## src/rtl/cardinal_nic_buffered_if.sv

```systemverilog
// Processor register port and router channel pair of one cardinal NIC, bundled
// so the NIC (slave) and its driver (master) share a single connection.
interface cardinal_nic_buffered_if #(
  parameter int DATA_W = 64
);
  logic [0:1]        addr;
  logic [0:DATA_W-1] d_in;
  logic [0:DATA_W-1] d_out;
  logic              nicEn;
  logic              nicWrEn;
  logic              net_si;
  logic              net_ri;
  logic [0:DATA_W-1] net_di;
  logic              net_so;
  logic              net_ro;
  logic [0:DATA_W-1] net_do;
  logic              net_polarity;

  modport master (
    output addr, d_in, nicEn, nicWrEn, net_si, net_di, net_ro, net_polarity,
    input  d_out, net_ri, net_so, net_do
  );

  modport slave (
    input  addr, d_in, nicEn, nicWrEn, net_si, net_di, net_ro, net_polarity,
    output d_out, net_ri, net_so, net_do
  );
endinterface

```

## src/rtl/cardinal_nic_buffered.sv

```systemverilog
// Buffered NIC for one cardinal CMP node: a DEPTH-deep FIFO per direction between
// the memory-mapped processor port and the ring router, with polarity-gated injection.
module cardinal_nic_fifo #(
  parameter  int DATA_W = 64,
  parameter  int DEPTH  = 4,
  localparam int PTR_W  = $clog2(DEPTH),
  localparam int CNT_W  = PTR_W + 1
) (
  input  logic              clk_i,
  input  logic              reset_i,
  input  logic              push_i,
  input  logic [0:DATA_W-1] din_i,
  input  logic              pop_i,
  output logic [0:DATA_W-1] dout_o,
  output logic [CNT_W-1:0]  count_o,
  output logic              full_o,
  output logic              empty_o
);
  logic [0:DATA_W-1] mem_q [DEPTH];
  logic [PTR_W-1:0]  wr_ptr_q, wr_ptr_d;
  logic [PTR_W-1:0]  rd_ptr_q, rd_ptr_d;
  logic [CNT_W-1:0]  count_q, count_d;
  logic              do_push_s;
  logic              do_pop_s;

  assign full_o    = (count_q == CNT_W'(DEPTH));
  assign empty_o   = (count_q == '0);
  assign count_o   = count_q;
  assign dout_o    = mem_q[rd_ptr_q];
  assign do_push_s = push_i & ~full_o;
  assign do_pop_s  = pop_i & ~empty_o;

  always_comb begin
    wr_ptr_d = wr_ptr_q;
    rd_ptr_d = rd_ptr_q;
    count_d  = count_q;
    if (do_push_s) begin
      wr_ptr_d = wr_ptr_q + PTR_W'(1);
    end else begin
      wr_ptr_d = wr_ptr_q;
    end
    if (do_pop_s) begin
      rd_ptr_d = rd_ptr_q + PTR_W'(1);
    end else begin
      rd_ptr_d = rd_ptr_q;
    end
    case ({do_push_s, do_pop_s})
      2'b10:   count_d = count_q + CNT_W'(1);
      2'b01:   count_d = count_q - CNT_W'(1);
      default: count_d = count_q;
    endcase
  end

  always_ff @(posedge clk_i) begin
    if (reset_i) begin
      wr_ptr_q <= '0;
      rd_ptr_q <= '0;
      count_q  <= '0;
    end else begin
      wr_ptr_q <= wr_ptr_d;
      rd_ptr_q <= rd_ptr_d;
      count_q  <= count_d;
    end
  end

  // Storage is never reset; only the pointers decide what is valid.
  always_ff @(posedge clk_i) begin
    if (do_push_s) begin
      mem_q[wr_ptr_q] <= din_i;
    end
  end
endmodule

module cardinal_nic_buffered #(
  parameter int DATA_W = 64,
  parameter int DEPTH  = 4
) (
  input logic                     clk,
  input logic                     reset,
  cardinal_nic_buffered_if.slave  bus
);
  localparam int CNT_W = $clog2(DEPTH) + 1;

  logic [0:DATA_W-1] ibuf_head_s, obuf_head_s;
  logic [CNT_W-1:0]  ibuf_count_s, obuf_count_s;
  logic              ibuf_full_s, ibuf_empty_s, obuf_full_s, obuf_empty_s;
  logic              ibuf_push_s, ibuf_pop_s, obuf_push_s, obuf_pop_s;
  logic              rd_s, wr_s;
  logic [0:DATA_W-1] d_out_s;

  // Status word: flag in the last bit, count zero-extended into the byte 8..15 from the end.
  function automatic logic [0:DATA_W-1] status_word(input logic flag, input logic [CNT_W-1:0] cnt);
    logic [7:0] cnt8;
    cnt8 = 8'h00;
    cnt8[CNT_W-1:0] = cnt;
    status_word = '0;
    status_word[DATA_W-16 +: 8] = cnt8;
    status_word[DATA_W-1] = flag;
  endfunction

  assign rd_s = bus.nicEn & ~bus.nicWrEn & ~reset;
  assign wr_s = bus.nicEn & bus.nicWrEn & ~reset;

  assign bus.net_ri  = ~reset & ~ibuf_full_s;
  assign ibuf_push_s = bus.net_si & bus.net_ri;
  assign ibuf_pop_s  = rd_s & (bus.addr == 2'b00) & ~ibuf_empty_s;

  // Bit 0 of the head packet is its VC; it may only leave in the matching ring phase.
  assign obuf_push_s = wr_s & (bus.addr == 2'b10) & ~obuf_full_s;
  assign bus.net_so  = ~reset & ~obuf_empty_s & bus.net_ro & (obuf_head_s[0] == bus.net_polarity);
  assign obuf_pop_s  = bus.net_so;
  assign bus.net_do  = obuf_head_s;

  cardinal_nic_fifo #(.DATA_W(DATA_W), .DEPTH(DEPTH)) u_ibuf (
    .clk_i   (clk),
    .reset_i (reset),
    .push_i  (ibuf_push_s),
    .din_i   (bus.net_di),
    .pop_i   (ibuf_pop_s),
    .dout_o  (ibuf_head_s),
    .count_o (ibuf_count_s),
    .full_o  (ibuf_full_s),
    .empty_o (ibuf_empty_s)
  );

  cardinal_nic_fifo #(.DATA_W(DATA_W), .DEPTH(DEPTH)) u_obuf (
    .clk_i   (clk),
    .reset_i (reset),
    .push_i  (obuf_push_s),
    .din_i   (bus.d_in),
    .pop_i   (obuf_pop_s),
    .dout_o  (obuf_head_s),
    .count_o (obuf_count_s),
    .full_o  (obuf_full_s),
    .empty_o (obuf_empty_s)
  );

  always_comb begin
    d_out_s = '0;
    if (rd_s) begin
      case (bus.addr)
        2'b00:   d_out_s = ibuf_empty_s ? '0 : ibuf_head_s;
        2'b01:   d_out_s = status_word(~ibuf_empty_s, ibuf_count_s);
        2'b11:   d_out_s = status_word(obuf_full_s, obuf_count_s);
        default: d_out_s = '0;
      endcase
    end else begin
      d_out_s = '0;
    end
  end

  assign bus.d_out = d_out_s;
endmodule

```

## src/flat_wrapper.sv

```systemverilog
// flat-port wrapper written by rule: the top's interface ports become plain ports
module cardinal_nic_buffered_flat 
#(
  parameter int DATA_W = 64,
  parameter int DEPTH  = 4
)
  (clk, reset, bus_addr, bus_d_in, bus_nicEn, bus_nicWrEn, bus_net_si, bus_net_di, bus_net_ro, bus_net_polarity, bus_d_out, bus_net_ri, bus_net_so, bus_net_do);
  cardinal_nic_buffered_if #(.DATA_W(DATA_W)) bus_i ();
  input logic clk;
  input logic reset;
  input wire logic [$bits(bus_i.addr)-1:0] bus_addr;
  input wire logic [$bits(bus_i.d_in)-1:0] bus_d_in;
  input wire logic [$bits(bus_i.nicEn)-1:0] bus_nicEn;
  input wire logic [$bits(bus_i.nicWrEn)-1:0] bus_nicWrEn;
  input wire logic [$bits(bus_i.net_si)-1:0] bus_net_si;
  input wire logic [$bits(bus_i.net_di)-1:0] bus_net_di;
  input wire logic [$bits(bus_i.net_ro)-1:0] bus_net_ro;
  input wire logic [$bits(bus_i.net_polarity)-1:0] bus_net_polarity;
  output wire logic [$bits(bus_i.d_out)-1:0] bus_d_out;
  output wire logic [$bits(bus_i.net_ri)-1:0] bus_net_ri;
  output wire logic [$bits(bus_i.net_so)-1:0] bus_net_so;
  output wire logic [$bits(bus_i.net_do)-1:0] bus_net_do;
  assign bus_i.addr = bus_addr;
  assign bus_i.d_in = bus_d_in;
  assign bus_i.nicEn = bus_nicEn;
  assign bus_i.nicWrEn = bus_nicWrEn;
  assign bus_i.net_si = bus_net_si;
  assign bus_i.net_di = bus_net_di;
  assign bus_i.net_ro = bus_net_ro;
  assign bus_i.net_polarity = bus_net_polarity;
  assign bus_d_out = bus_i.d_out;
  assign bus_net_ri = bus_i.net_ri;
  assign bus_net_so = bus_i.net_so;
  assign bus_net_do = bus_i.net_do;
  cardinal_nic_buffered #(.DATA_W(DATA_W), .DEPTH(DEPTH)) u_core (.clk(clk), .reset(reset), .bus(bus_i));
endmodule
```

## config.mk

```make
export PLATFORM = sky130hd
export DESIGN_NAME = cardinal_nic_buffered_flat
export DESIGN_NICKNAME = d
export VERILOG_FILES = /design/src/rtl/cardinal_nic_buffered_if.sv /design/src/rtl/cardinal_nic_buffered.sv /design/src/flat_wrapper.sv
export SDC_FILE = /design/constraint.sdc
export NUM_CORES = 1
export LEC_CHECK = 0
export ABC_CLOCK_PERIOD_IN_PS = 3490
export BUFFER_PORTS_ARGS = -buffer_cell sky130_fd_sc_hd__buf_2
export CAP_MARGIN = 20
export CORE_MARGIN = 1.5
export CORE_UTILIZATION = 30
export CTS_CLUSTER_SIZE = 28
export DETAILED_ROUTE_END_ITERATION = 16
export PLACE_DENSITY = 0.49
export REMOVE_ABC_BUFFERS = 1
export SLEW_MARGIN = 20
export SYNTH_ARGS = -nofsm -noshare
export SYNTH_HDL_FRONTEND = slang
export SYNTH_SLANG_ARGS = --single-unit
```

## constraint.sdc

```tcl
create_clock -name clk -period 3.49 [get_ports clk]
set_clock_uncertainty 0.15 [all_clocks]
set_input_delay 0.1745 -clock clk [delete_from_list [all_inputs] [get_ports clk]]
set_output_delay 0.1745 -clock clk [all_outputs]
set_load 0.005 [all_outputs]
```

Word-level counts from Yosys, hierarchy flattened
Memories as Yosys holds them, arrays and structs flattened. A register that Yosys moved wholly into a read port is not among the register bits.
Index checks and enable logic that the tools add are counted.
{"block": "totals", "n_memories": 2, "mem_bits_rw": 512, "register_bits": 14, "input_bits": 137}
{"block": "classes", "add_sub_neg": 8, "muxes": 13, "n_eq_ne": 10, "bitwise": 23, "reduce_logical": 5}
{"name": "u_core.u_ibuf.mem_q", "words": 4, "width": 64, "read_ports": 1, "rd_ports_with_merged_regs": 1, "wr": 1, "line": "cardinal_nic_buffered.sv:19", "source": "logic [0:DATA_W-1] mem_q [DEPTH];"}
{"name": "u_core.u_obuf.mem_q", "words": 4, "width": 64, "read_ports": 1, "rd_ports_with_merged_regs": 1, "wr": 1, "line": "cardinal_nic_buffered.sv:19"}
{"op": "$pmux 64 s3", "count": 1}
{"op": "$mux 64", "count": 2}
{"op": "$and 1x1->1", "count": 17}
{"op": "$pmux 3 s2", "count": 2}
{"op": "$add 2x1->2 const B", "count": 4}
{"op": "$eq 2x2->1 const B", "count": 4}
{"op": "$mux 2", "count": 4}
{"op": "$add 3x1->3 const B", "count": 2}
{"op": "$eq 2x1->1 const B", "count": 3}
{"op": "$eq 3x3->1 const B", "count": 2}
{"op": "$logic_not 3->1", "count": 2}
{"op": "$not 1->1", "count": 6}
{"op": "$sub 3x1->3 const B", "count": 2}
{"op": "$mux 1", "count": 4}
{"op": "$reduce_bool 2->1", "count": 2}
{"op": "$logic_not 2->1", "count": 1}
{"op": "$eq 1x1->1", "count": 1}

Depth between registers and ports, before layout
{"block": "depth", "ltp_word": 8, "depth_mapped": 10, "depth_no_buf": 9}

Hierarchy
Synthesis repeated with hierarchy kept, for this count alone.
{"block": "unflattened", "hier_cells": 868, "area_unflattened_um2": 20154.3}
{"mod": "cardinal_nic_fifo", "seq_area_each_um2": 7867.5, "cells_each": 388, "instances": 2, "area_each_um2": 9785.6}
{"mod": "cardinal_nic_buffered", "seq_area_each_um2": 0.0, "cells_each": 92, "instances": 1, "area_each_um2": 583.1}

Worst setup path before layout
Ideal clock, no wire load.
{"block": "synth_timing", "path_kind": "register to register", "startpoint": "register u_core.u_obuf.count_q[0], in the netlist u_core.u_obuf.count_o[0]", "endpoint": "memory u_core.u_obuf.mem_q[1][0] (netlist bit) (enable)", "arrival_time_ns": 2.608, "path_stages_with_launch": 4, "path_buffers": 0, "setup_ns": 0.429, "slack_ns": 0.303, "required_time_ns": 2.911, "synth_period_minus_slack_ns": 3.187, "cell_sequence": "dfxtp_1 -> nor2_1 -> a211oi_1 -> and2_1"}
{"block": "synth_via", "elab_chain_cells": 6}
{"element": "from (decl)", "line": "cardinal_nic_buffered.sv:22", "source": "logic [CNT_W-1:0] count_q, count_d;"}
{"element": "from (signal assigned)", "line": "cardinal_nic_buffered.sv:62", "source": "count_q <= count_d;"}
{"element": "$eq 3x3->1 *", "line": "cardinal_nic_buffered.sv:26", "source": "assign full_o = (count_q == CNT_W'(DEPTH));"}
{"element": "$not 1->1 *", "line": "cardinal_nic_buffered.sv:30, cardinal_nic_buffered.sv:109"}
{"element": "$and 1x1->1", "line": "cardinal_nic_buffered.sv:109", "source": "assign obuf_push_s = wr_s & (bus.addr == 2'b10) & ~obuf_full_s;"}
{"element": "$and 1x1->1 *", "line": "cardinal_nic_buffered.sv:30", "source": "assign do_push_s = push_i & ~full_o;"}
{"element": "$mux 1 *", "line": "cardinal_nic_buffered.sv:68", "source": "if (do_push_s) begin"}
{"element": "$mux 1 (not written as such) *", "line": "cardinal_nic_buffered.sv:69", "source": "mem_q[wr_ptr_q] <= din_i;"}
{"element": "to (decl)", "line": "cardinal_nic_buffered.sv:19"}
Mark *: on every way between the ends. The rest lies on a longest branch, timed or not.

==> flow_summary.toml <==
[critical_path]
cp_top_family = "buffers and inverters"
r2r_start = "u_core.u_obuf.count_o[0]$_SDFFE_PP0P_"
r2r_end = "u_core.u_obuf.mem_q[3][61]$_DFFE_PP_"
r2r_setup_slack_ps = 580
critPathSlowestCell = "mux4_2"
crit_chain = "buf_4, buf_6, mux4_2, buf_2"
critPathMaxStageDelay_ps = 600
crit_buf_inv = 3
crit_path_end_kind = "output port"
ff2ff_path_depth = 6
start_kind = "flip-flop"
arrival_ps = 2780
cp_max_fo = 33
cp_num_cells = 4
path_class = "flip-flop to output port"
endpoint = "bus_net_do[23]"
cp.required_ps = 3170

[clock_tree]
ctsHtreeMaxLevel = 2
numCtsBuffers = 57
cts_tree = "yes"
cts-root-buf = "clkbuf_16"
post_cts_buffers = 0
cts_num_sinks = 530
clk_path_buf_depth = 3
path_clk_slew_ps = 60
clock_latency_ps = 590

[power_and_ir_drop]
powerDensity_nw_per_um2 = 533
irDropWorstVdd_uv = 415
pwr-share-comb_pct = 3.5
pwr-share-clk_pct = 44.8
p_int_mw = 11.1
p_seq_share_pct = 51.8
swShare_pct = 19.3
power_switching_mw = 2.65
leakagePower_nw = 8.66

[finish]
n_fill_cell = 5986
multi_input_area_sq_um = 3920
final_area_sq_um = 25700
layout.nets = 1458
area_growth_pct = 29.5
drive_above_1_share_pct = 38.1
seq_area_sq_um = 15800

[grt]
antenna_found_initial = 4
grt_pass1_vias = 10868
grt_util_met1_pct = 16.6
grt_pass1_wl_mm = 66.1
grt_max_degree = 64
grt_busiest_layer = "met2"
met2_usage_pct = 21.0
met3_usage_pct = 4.24
grt.overflow.total = 0
track_usage_pct = 12.9

[sta]
drv_slew = 0
fin_crit_ps = 3100
rsz0062_at_grt = "no"
max_freq_mhz = 323
worst_slack_ps = 389
finalHoldViolCount = 0
slew-limit-headroom_pct = 30.7
fin_crit_sh_pct = 88.8
tightestPinTransition_ps = 1040
setup_viol = 0
setup-tns-final_ps = 0

[place]
place.detailed.hpwl_mm = 26.7
port_buffers = 266
place.gp.congestion = 0.706
placed_area_sq_um = 22400
post-place-ws_ps = 701

[routing]
drt_iter0_markers = 532
vias = 9950
wl_mm = 44.0
drc_errors = 0
viasPerCell = 4.48
wire_per_inst_um = 19.8
drt-pass1-iter-count = 4
ant_nets = 0

[run]
drv_cap = 0

[logic_synthesis]
yosys_warnings = 0
avgSynthCellArea_sq_um = 23.1
synth_edf_count = 512
netlist_area_sq_um = 19800
ys_ff_latch = 530
synthArstFlopShare_pct = 0
yosysSeqAreaShare_pct = 79.3
ys_top_cells_by_count = "512 x edfxtp_1, 128 x mux4_2, 68 x and2_1, 22 x clkbuf_1, 18 x dfxtp_1"
synth_cell_types = 31
yosysMostFrequentCell = "edfxtp_1"
netlist_top_cells_area = "edfxtp_1 77%, mux4_2 15%, and2_1 2.1%"
synth_cells = 860
synth_top_area_share_pct = 77.5
yosys_most_used_dff = "edfxtp_1"
synth_top_area_cell = "edfxtp_1"

[floorplanning]
die_y_um = 260
dieArea_sq_um = 67700
rows = 94
start_util_pct = 30.2
ios = 267
die_w_um = 260
coreArea_sq_um = 65600

[status]
outcome = "finished clean"

[worst_hold_path]
hp-class = "input port to flip-flop"
## how the worst min path moves through the flow
stage | start | endpoint | slack, ps | depth (start not counted)
6_report | bus_d_in[58] | u_core.u_obuf.mem_q[1][58]$_DFFE_PP_ | 170 | 2
5_1_grt | bus_d_in[28] | u_core.u_obuf.mem_q[2][28]$_DFFE_PP_ | 150 | 2
4_1_cts | bus_d_in[58] | u_core.u_obuf.mem_q[1][58]$_DFFE_PP_ | 120 | 2
3_5_place_dp | bus_d_in[58] | u_core.u_obuf.mem_q[1][58]$_DFFE_PP_ | 240 | 1
3_3_place_gp | bus_net_di[17] | u_core.u_ibuf.mem_q[1][17]$_DFFE_PP_ | 240 | 1
2_1_floorplan | reset | flip-flop | 90 | 1
## power groups by stage
| stage | logic (mW) | registers [mW] | clock network (mW) |
|---|---|---|---|
| floorplan | 0.134 | 7.24 | 0 |
| global placement | 0.350 | 7.23 | 0 |
| detailed placement | 0.361 | 7.23 | 0 |
| CTS | 0.488 | 7.10 | 6.31 |
| global route | 0.527 | 7.10 | 6.52 |
| finish | 0.478 | 7.09 | 6.14 |
## worst reg2reg max path: stages, from the launching register on
cell and delay (ps):
dfxtp_1 430, nor2_1 90, a211oi_1 230, dlygate4sd3_1 580, buf_4 150, and2_4 500, buf_4 440
## timing repair
item                       in CTS  in global routing
setup endpoints to repair       0                 33
resized for setup               0                  1
hold endpoints to repair      528                  0
hold buffers                  135                  0
## logic make-up (layout without fill, tap and decap cells)
kind of cell / after synthesis / after routing / synth area share, %
adders and majority gates: 12 / 12 / 0.832
DFF: 530 / 530 / 79.3
buffers and inverters: 52 / 545 / 1.09
other: 0 / 2 / 0
muxes: 131 / 131 / 14.7
and+or+nand+nor: 104 / 104 / 3.08
xor gates and xnor gates: 8 / 8 / 0.353
AOI/OAI and AO/OA: 23 / 23 / 0.681
## layout by cell type (no fill, tap or decap), types with 3 or more instances in the layout
master / count
nand2_1: 5
a22oi_1: 3
buf_2: 266
inv_1: 14
clkbuf_1: 12
dfxtp_1: 14
or3_1: 3
buf_4: 18
o21ai_0: 6
dfxtp_4: 4
nor3_1: 4
xor2_1: 5
nor2_1: 17
clkinv_2: 6
ha_1: 10
clkbuf_16: 59
buf_12: 8
xnor2_1: 3
o31ai_1: 3
bufinv_16: 9
inv_6: 4
a21oi_1: 9
and2_4: 8
edfxtp_1: 512
clkinv_1: 12
dlygate4sd3_1: 135
and2_1: 60
mux4_2: 128
## per-stage QoR
step                hold slack [ps]  instances  total power [mW]  utilization (%)
finish                          168       2219              13.7             39.2
global route                    152       2217              14.2             39.2
CTS                             124       2217              13.9             39.2
detailed placement              240       1979              7.59             34.2
global placement                238       1979              7.57             34.2
floorplan                      93.6        822              7.37                -
## registers in the layout (all words and copies together) (netlist names), named ones only
register	count
u_core.u_ibuf.wr_ptr_q	2
u_core.u_ibuf.count_o	3
u_core.u_obuf.rd_ptr_q	2
u_core.u_ibuf.mem_q	256
u_core.u_obuf.mem_q	256
u_core.u_obuf.count_o	3
u_core.u_ibuf.rd_ptr_q	2
u_core.u_obuf.wr_ptr_q	2
## per-layer routing
| metal | share of wire, % | up-vias |
|---|---|---|
| li1 | - | 4459 |
| met1 | 44 | 5153 |
| met2 | 47 | 267 |
| met3 | 7.8 | 65 |
| met4 | 1.7 | 6 |
| met5 | 0.11 | - |
## final cells by class
class	count	area share, %
repair buffers	428	11.6
diodes	2	0.0195
multi-input cells	278	15.2
flip-flops and latches	530	61.3
inverters	14	0.204
clock inverters	32	1.51
well taps	864	4.21
clock buffers	71	5.92
(Power assumes the default switching activity.)
